**config.mk**
```make
export PLATFORM = sky130hd
export DESIGN_NAME = bip_acc_datapath_v2
export DESIGN_NICKNAME = d
export VERILOG_FILES = /design/src/rtl/bip_acc_datapath_v2.sv
export SDC_FILE = /design/constraint.sdc
export NUM_CORES = 1
export LEC_CHECK = 0
export BUFFER_PORTS_ARGS = -buffer_cell sky130_fd_sc_hd__buf_2
export CORE_MARGIN = 3
export CORE_UTILIZATION = 63
export DETAILED_ROUTE_END_ITERATION = 16
export MAX_ROUTING_LAYER = met4
export PLACE_DENSITY = 0.94
export SYNTH_ARGS = -nofsm -noshare
export SYNTH_HDL_FRONTEND = slang
export SYNTH_SLANG_ARGS = --single-unit
```
**constraint.sdc**
```tcl
create_clock -name i_clock -period 6.8 [get_ports i_clock]
set_clock_uncertainty 0.15 [all_clocks]
set_input_delay 0.68 -clock i_clock [delete_from_list [all_inputs] [get_ports i_clock]]
set_output_delay 0.68 -clock i_clock [all_outputs]
set_load 0.02 [all_outputs]
```
**src/rtl/bip_acc_datapath_v2.sv**
```systemverilog
// BIP accumulator datapath, second generation: 8-function ALU, Z/N/C flags and
// a start/busy/done micro-op sequencer in front of a data RAM of configurable read latency.
module bip_acc_datapath_v2 #(
   parameter int NB_DATA     = 16,
   parameter int NB_OPERAND  = 11,
   parameter int NB_ADDR     = 11,
   parameter int NB_SEL_A    = 2,
   parameter int NB_OP       = 3,
   parameter int RAM_LATENCY = 1
) (
   input  logic                  i_clock,
   input  logic                  i_reset,
   input  logic                  i_start,
   input  logic [NB_OPERAND-1:0] i_operand,
   input  logic [NB_SEL_A-1:0]   i_sel_a,
   input  logic                  i_sel_b,
   input  logic [NB_OP-1:0]      i_op,
   input  logic                  i_wr_mem,
   input  logic [NB_DATA-1:0]    i_ram_rdata,
   output logic [NB_ADDR-1:0]    o_ram_addr,
   output logic                  o_ram_rd,
   output logic                  o_ram_wr,
   output logic [NB_DATA-1:0]    o_ram_wdata,
   output logic [NB_DATA-1:0]    o_acc,
   output logic                  o_flag_z,
   output logic                  o_flag_n,
   output logic                  o_flag_c,
   output logic                  o_busy,
   output logic                  o_done
);

   localparam int NB_CNT = $clog2(RAM_LATENCY + 1);

   localparam logic [NB_SEL_A-1:0] SEL_RAM = NB_SEL_A'(0);
   localparam logic [NB_SEL_A-1:0] SEL_IMM = NB_SEL_A'(1);
   localparam logic [NB_SEL_A-1:0] SEL_ALU = NB_SEL_A'(2);

   localparam logic [NB_OP-1:0] OP_ADD = NB_OP'(0);
   localparam logic [NB_OP-1:0] OP_SUB = NB_OP'(1);
   localparam logic [NB_OP-1:0] OP_AND = NB_OP'(2);
   localparam logic [NB_OP-1:0] OP_OR  = NB_OP'(3);
   localparam logic [NB_OP-1:0] OP_XOR = NB_OP'(4);
   localparam logic [NB_OP-1:0] OP_SHL = NB_OP'(5);
   localparam logic [NB_OP-1:0] OP_SRA = NB_OP'(6);

   typedef enum logic [2:0] {
      ST_IDLE,
      ST_RD,
      ST_WAIT,
      ST_EXEC,
      ST_STORE
   } state_t;

   state_t                  state_q;
   logic [NB_CNT-1:0]       cnt_q;
   logic [NB_OPERAND-1:0]   operand_q;
   logic [NB_SEL_A-1:0]     sel_a_q;
   logic                    sel_b_q;
   logic [NB_OP-1:0]        op_q;
   logic [NB_DATA-1:0]      acc_q;
   logic                    z_q, n_q, c_q;
   logic                    rd_q, wr_q, done_q;

   logic [NB_DATA-1:0]      imm;
   logic [NB_DATA-1:0]      alu_b, alu_res;
   logic                    alu_c;
   logic [NB_DATA:0]        sum, diff;
   logic [NB_DATA-1:0]      acc_d;
   logic                    z_d, n_d, c_d;
   logic                    upd_zn, upd_c;
   logic                    need_ram;

   generate
      if (NB_DATA > NB_OPERAND) begin : g_sext
         assign imm = {{(NB_DATA-NB_OPERAND){operand_q[NB_OPERAND-1]}}, operand_q};
      end else begin : g_trunc
         assign imm = operand_q[NB_DATA-1:0];
      end
   endgenerate

   always_comb begin
      alu_b   = sel_b_q ? imm : i_ram_rdata;
      sum     = {1'b0, acc_q} + {1'b0, alu_b};
      diff    = {1'b0, acc_q} - {1'b0, alu_b};
      alu_res = alu_b;
      alu_c   = 1'b0;
      case (op_q)
         OP_ADD: begin
            alu_res = sum[NB_DATA-1:0];
            alu_c   = sum[NB_DATA];
         end
         OP_SUB: begin
            // Carry reads as "no borrow": set when A >= B unsigned.
            alu_res = diff[NB_DATA-1:0];
            alu_c   = ~diff[NB_DATA];
         end
         OP_AND: alu_res = acc_q & alu_b;
         OP_OR:  alu_res = acc_q | alu_b;
         OP_XOR: alu_res = acc_q ^ alu_b;
         OP_SHL: begin
            alu_res = {acc_q[NB_DATA-2:0], 1'b0};
            alu_c   = acc_q[NB_DATA-1];
         end
         OP_SRA: begin
            alu_res = {acc_q[NB_DATA-1], acc_q[NB_DATA-1:1]};
            alu_c   = acc_q[0];
         end
         default: alu_res = alu_b;
      endcase
   end

   // Accumulator / flag candidates for the completing cycle of a load or ALU op.
   always_comb begin
      acc_d  = acc_q;
      upd_zn = 1'b0;
      upd_c  = 1'b0;
      case (sel_a_q)
         SEL_RAM: begin
            acc_d  = i_ram_rdata;
            upd_zn = 1'b1;
         end
         SEL_IMM: begin
            acc_d  = imm;
            upd_zn = 1'b1;
         end
         SEL_ALU: begin
            acc_d  = alu_res;
            upd_zn = 1'b1;
            upd_c  = 1'b1;
         end
         default: acc_d = acc_q;
      endcase
      z_d = upd_zn ? (acc_d == '0) : z_q;
      n_d = upd_zn ? acc_d[NB_DATA-1] : n_q;
      c_d = upd_c ? alu_c : c_q;
   end

   assign need_ram = (i_sel_a == SEL_RAM) || ((i_sel_a == SEL_ALU) && !i_sel_b);

   always_ff @(posedge i_clock or posedge i_reset) begin
      if (i_reset) begin
         state_q   <= ST_IDLE;
         cnt_q     <= '0;
         operand_q <= '0;
         sel_a_q   <= '0;
         sel_b_q   <= 1'b0;
         op_q      <= '0;
         acc_q     <= '0;
         z_q       <= 1'b0;
         n_q       <= 1'b0;
         c_q       <= 1'b0;
         rd_q      <= 1'b0;
         wr_q      <= 1'b0;
         done_q    <= 1'b0;
      end else begin
         rd_q   <= 1'b0;
         wr_q   <= 1'b0;
         done_q <= 1'b0;
         case (state_q)
            ST_IDLE: begin
               if (i_start) begin
                  operand_q <= i_operand;
                  sel_a_q   <= i_sel_a;
                  sel_b_q   <= i_sel_b;
                  op_q      <= i_op;
                  if (i_wr_mem) begin
                     state_q <= ST_STORE;
                     wr_q    <= 1'b1;
                  end else if (need_ram) begin
                     state_q <= ST_RD;
                     rd_q    <= 1'b1;
                  end else begin
                     state_q <= ST_EXEC;
                  end
               end
            end
            ST_RD: begin
               cnt_q   <= NB_CNT'(RAM_LATENCY);
               state_q <= ST_WAIT;
            end
            ST_WAIT: begin
               if (cnt_q == NB_CNT'(1)) begin
                  acc_q   <= acc_d;
                  z_q     <= z_d;
                  n_q     <= n_d;
                  c_q     <= c_d;
                  done_q  <= 1'b1;
                  state_q <= ST_IDLE;
               end
               cnt_q <= cnt_q - NB_CNT'(1);
            end
            ST_EXEC: begin
               acc_q   <= acc_d;
               z_q     <= z_d;
               n_q     <= n_d;
               c_q     <= c_d;
               done_q  <= 1'b1;
               state_q <= ST_IDLE;
            end
            ST_STORE: begin
               done_q  <= 1'b1;
               state_q <= ST_IDLE;
            end
            default: state_q <= ST_IDLE;
         endcase
      end
   end

   assign o_ram_addr  = operand_q[NB_ADDR-1:0];
   assign o_ram_rd    = rd_q;
   assign o_ram_wr    = wr_q;
   assign o_ram_wdata = acc_q;
   assign o_acc       = acc_q;
   assign o_flag_z    = z_q;
   assign o_flag_n    = n_q;
   assign o_flag_c    = c_q;
   assign o_busy      = (state_q != ST_IDLE);
   assign o_done      = done_q;

endmodule
```
---- After elaboration in Yosys (flattened, before gate mapping) ----
Cells that the tools add are included.
operators by class
  $add $sub $neg .......................... 3
  equal/unequal tests ..................... 15
  multiplexer cells ....................... 32
  bitwise gates (word level) .............. 4
  reductions and logical operators ........ 16
operators by type and width
  operator              count
  $pmux W16 S7          1
  $pmux W16 S3          1
  $mux W16              2
  $pmux W16 S2          1
  $add A16 B16 Y17      1
  $sub A16 B16 Y17      1
  $and A16 B16 Y16      1
  $logic_not A16 Y1     1
  $mux W1               16
  $or A16 B16 Y16       1
  $xor A16 B16 Y16      1
  $eq A3 B2 Y1 const B  4
  $eq A3 B3 Y1 const B  4
  $pmux W1 S2           5
  $mux W3               3
  $pmux W3 S3           1
  $eq A3 B1 Y1 const B  2
  $logic_not A3 Y1      2
  $reduce_and A2 Y1     3
  $eq A2 B2 Y1 const B  2
  $logic_not A2 Y1      2
  $ne A2 B2 Y1 const B  2
  $pmux W1 S4           1
  $reduce_bool A2 Y1    2
  other kinds (10)      10
storage, ports and cells
  bits in registers ....................... 43
  input port bits ......................... 37
  output and inout port bits .............. 50

---- Logic depth before layout (Yosys ltp) ----
  word-level depth ........................ 8
  depth in mapped cells ................... 17

---- Least setup slack after synthesis ----
Ideal clock, no wire load.
  kind .................................... input port to flip-flop
  from .................................... in i_ram_rdata[0]
  to ...................................... reg z_q (netlist: o_flag_z)
  setup time .............................. 0.121 ns
  data arrival time ....................... 3.280 ns
  path slack .............................. 3.248 ns
  stages on the path ...................... 15
  buffers on the path ..................... 0
  cell sequence ........................... mux2i_1 > inv_1 > ha_1 > inv_1 > fa_1 > nor2b_2 > o211ai_1 > nand3_1 > a311oi_1 > nor2_1 > a2111oi_0 > a21oi_1 > and3_1 > and4_1 > a32o_2
between the ends
  word-level cells in the longest chain between the ends .. 8
  elaborated cells between the ends (all ways) .. 12
  classes of those cells .................. add/sub (2); mux (6); bitwise (3); reduce/logical (1)
ends and longest elaborated chain
  what                                            line  RTL
  from (decl)                                     19    input logic [NB_DATA-1:0] i_ram_rdata,
  $mux W16                                        82    alu_b = sel_b_q ? imm : i_ram_rdata;
  $sub A16 B16 Y17, or another cell as far along  84    diff = {1'b0, acc_q} - {1'b0, alu_b};
  $pmux W16 S7                                    87    case (op_q)
  $pmux W16 S3 *                                  117   case (sel_a_q)
  $logic_not A16 Y1 *                             133   z_d = upd_zn ? (acc_d == '0) : z_q;
  $mux W1 *                                       133
  $mux W1                                         182   if (cnt_q == NB_CNT'(1)) begin
  $pmux W1 S2 *                                   159   case (state_q)
  to (signal assigned)                            184   z_q <= z_d;
  to (signal assigned)                            194   z_q <= z_d;
  to (decl)                                       61    logic z_q, n_q, c_q;
Mark *: on every way between the ends. The rest lies on a longest branch, timed or not. The select of a mux whose other input is x is not followed.
A chain may end at the register's enable or synchronous reset.

---- Worst setup path in the final report ----
  from .................................... reg sel_b_q
  to ...................................... reg z_q (netlist: o_flag_z)
between the ends
  word-level cells in the longest chain between the ends .. 8
  elaborated cells between the ends (all ways) .. 12
  classes of those cells .................. add/sub (2); mux (6); bitwise (3); reduce/logical (1)
ends and longest elaborated chain
  what                                            line  RTL
  from (decl)                                     58    logic sel_b_q;
  from (signal assigned)                          164   sel_b_q <= i_sel_b;
  $mux W16 *                                      82
  $sub A16 B16 Y17, or another cell as far along  84
  $pmux W16 S7 *                                  87
  $pmux W16 S3 *                                  117
  $logic_not A16 Y1 *                             133
  $mux W1 *                                       133
  $mux W1                                         182
  $pmux W1 S2 *                                   159
Marked as above.

==> results.toml <==
[clocking]
cts.path.max_buffers = 2
cts_max_level = 2
cts_tree = "done"
cts_buffers = 5
postCtsHoldBufs = 0
cts-resized-gates = 0
clkLatencyLatePin_ps = 300
cts_sinks = 43
postCtsSetupRepairBufs = 0
clk_pin_slew_worst_paths_ps = 90
root_buffer = "clkbuf_8"

[synthesis]
synth_commonest_cells = "nand2_1, a21oi_1, ha_1"
yosysSeqAreaShare = 0.203
synth_warnings = 0
ys.flop_type = "dfrtp_1"
syn_area_sq_um = 5300
synthArstFlopShare = 1.00
synth_edf_count = 0
syn_avg_cell_area_sq_um = 7.71
yosysTopAreaCellShare = 0.203
synthTopCellsByArea = "dfrtp_1, ha_1, nand2_1, a21oi_1, o21ai_0"
ys_seq_elements = 43
synthCells = 688
syn-num-nets = 783
yosysUniqueCellTypes = 83
synth.largest_area_cell = "dfrtp_1"
yosysMostFrequentCell = "nand2_1"

[floorplan]
pin_count = 87
fp.dieW_um = 97.7
coreArea_sq_um = 7930
die_y_um = 97.7
start_util = 0.669
row_count = 32
die_area_sq_um = 9550

[routing]
drt_iter0_drc = 885
postRouteWirelength_mm = 17.8
drt.antenna.violating_nets = 0
dr_total_vias = 5856
drtPass1Iterations = 7
wl_per_cell_um = 21.3
vias_per_cell = 7.04
drc = 0

[global_routing]
grt_overflow = 0
antenna_found_initial = 1
grt_use_total = 0.367
grt_pass1_vias = 5416
grt_pass1_wl_mm = 28.0
grt_max_degree = 44

[sta]
max_freq_mhz = 225
finalWorstSetupSlack_ps = 2350
slew_viol_final = 0
slew_headroom = 0.144
worst_pin_slew_ps = 1280
fin_hold_ws_ps = 342
rsz0062_at_grt = "false"
finalSetupViolCount = 0
timing.final.hold_violations = 0
fin_crit_sh = 0.655
tns_ps = 0
finalCriticalPeriod_ps = 4450

[status]
outcome = "complete, no violations"

[place]
port_buffers = 86
gp_congestion = 1.02
hpwlAfterDp_mm = 13.2
dpl_cell_area_sq_um = 5580
place_worst_setup_slack_ps = 2590

[setup_path]
startpoint_type = "flop"
cp_num_buf_inv = 2
slowest_delay_ps = 730
arrival_ps = 4490
regToRegStartpoint = "sel_b_q$_DFFE_PP0P_"
cp_cell_sequence = "mux2i_1 > inv_1 > ha_1 > inv_1 > fa_1 > nor2b_2 > o211ai_1 > nand3_1 > a311oi_1 > nor2_1 > a2111oi_0 > a21oi_1 > and3_1 > and4_1 > a32o_2"
slowest_stage = "dfrtp_1"
cp_max_fo = 12
cp_common_cell = "inv_1"
cp_top_family = "compound AO/OA/AOI/OAI gates"
crit_path_start = "sel_b_q$_DFFE_PP0P_"
crit_required_ps = 6840
worstSetupPathType = "flop to flop"
endpoint_kind = "flop"

[job]
maxCapViolCount = 0

[worst_hold_path]
min_path_type = "primary input to asynchronous set/reset pin"

[layout]
layout-area-overhead-vs-synth_pct = 7.83
layout.nets = 823
post-route-cell-area_sq_um = 5720
drive_gt1_frac = 0.167
[metal layers]
metal	wire length (um)	vias to the layer above	global-route usage	part of all wire
met5	0	-	-	0
met4	721	0	0.155	0.041
met3	2650	85	0.0814	0.15
met2	7560	542	0.513	0.43
met1	6830	2668	0.512	0.38
li1	-	2561	-	-
[final cells by class]
| type | count | area [sq um] |
|---|---|---|
| Clock inverter | 3 | 67.6 |
| Antenna cell | 1 | 2.50 |
| Multi-Input combinational cell | 535 | 3720 |
| Inverter | 53 | 199 |
| Fill cell | 635 | 2210 |
| Sequential cell | 43 | 1080 |
| Timing Repair Buffer | 90 | 460 |
| Tap cell | 102 | 128 |
| Clock buffer | 5 | 68.8 |
[kinds of logic after synthesis]
kind of cell | count (synthesis) | synth area share
multiplexers | 21 | 0.0408
flip-flops | 43 | 0.203
AO/OA/AOI/OAI | 234 | 0.314
AND/OR/NAND/NOR | 210 | 0.187
XOR/XNOR | 12 | 0.0198
buffers and inverters | 110 | 0.0963
adder cells (fa/ha/maj) | 58 | 0.140
[tightest hold or removal path: cells and delay by family]
kind / cells / cell delay, ps
buffers and inverters: 3 / 570
[through the flow]
step	cells	util
2_1_floorplan	688	-
3_3_place_gp	823	0.704
6_report	832	0.721
4_1_cts	831	0.721
3_5_place_dp	823	0.704
5_1_grt	832	0.721
[cells in the final DEF, fill, tap and decap left out, types with 5 or more instances in the layout]
| cell type | count |
|---|---|
| nand2_1 | 86 |
| buf_2 | 86 |
| a21oi_1 | 57 |
| ha_1 | 56 |
| nor2_1 | 50 |
| inv_1 | 48 |
| dfrtp_1 | 43 |
| o21ai_0 | 38 |
| mux2i_1 | 16 |
| a21o_1 | 16 |
| nor3_1 | 13 |
| a221oi_1 | 12 |
| a31oi_1 | 10 |
| a22oi_1 | 10 |
| nor2b_1 | 10 |
| a32oi_1 | 9 |
| xnor2_1 | 8 |
| nand2b_1 | 8 |
| o21a_1 | 8 |
| nor4_1 | 7 |
| nand3_1 | 7 |
| o221ai_1 | 6 |
| and3_1 | 5 |
| a221o_1 | 5 |
| clkbuf_8 | 5 |
[registers in the layout (all words and copies together), names as in the netlist, 2 cells and up]
name / cells
sel_a_q: 2
state_q: 3
o_acc: 16
op_q: 3
o_ram_addr: 11
[final timing paths]
check | end | slack, ps | cells after the start
setup reg to reg | o_flag_z$_DFFE_PP0P_ | 2350 | 15
max in group asynchronous | o_flag_z$_DFFE_PP0P_ | 5780 | 3
setup / recovery | o_flag_z$_DFFE_PP0P_ | 2350 | 15
min in group i_clock | state_q[1]$_DFFE_PP0P_ | 360 | 1
hold reg to reg | state_q[1]$_DFFE_PP0P_ | 360 | 1
hold / removal | o_acc[3]$_DFFE_PP0P_ | 340 | 3
Power is not shown: default switching activity piles up to over one toggle a cycle in this logic, so the estimate is an artifact.
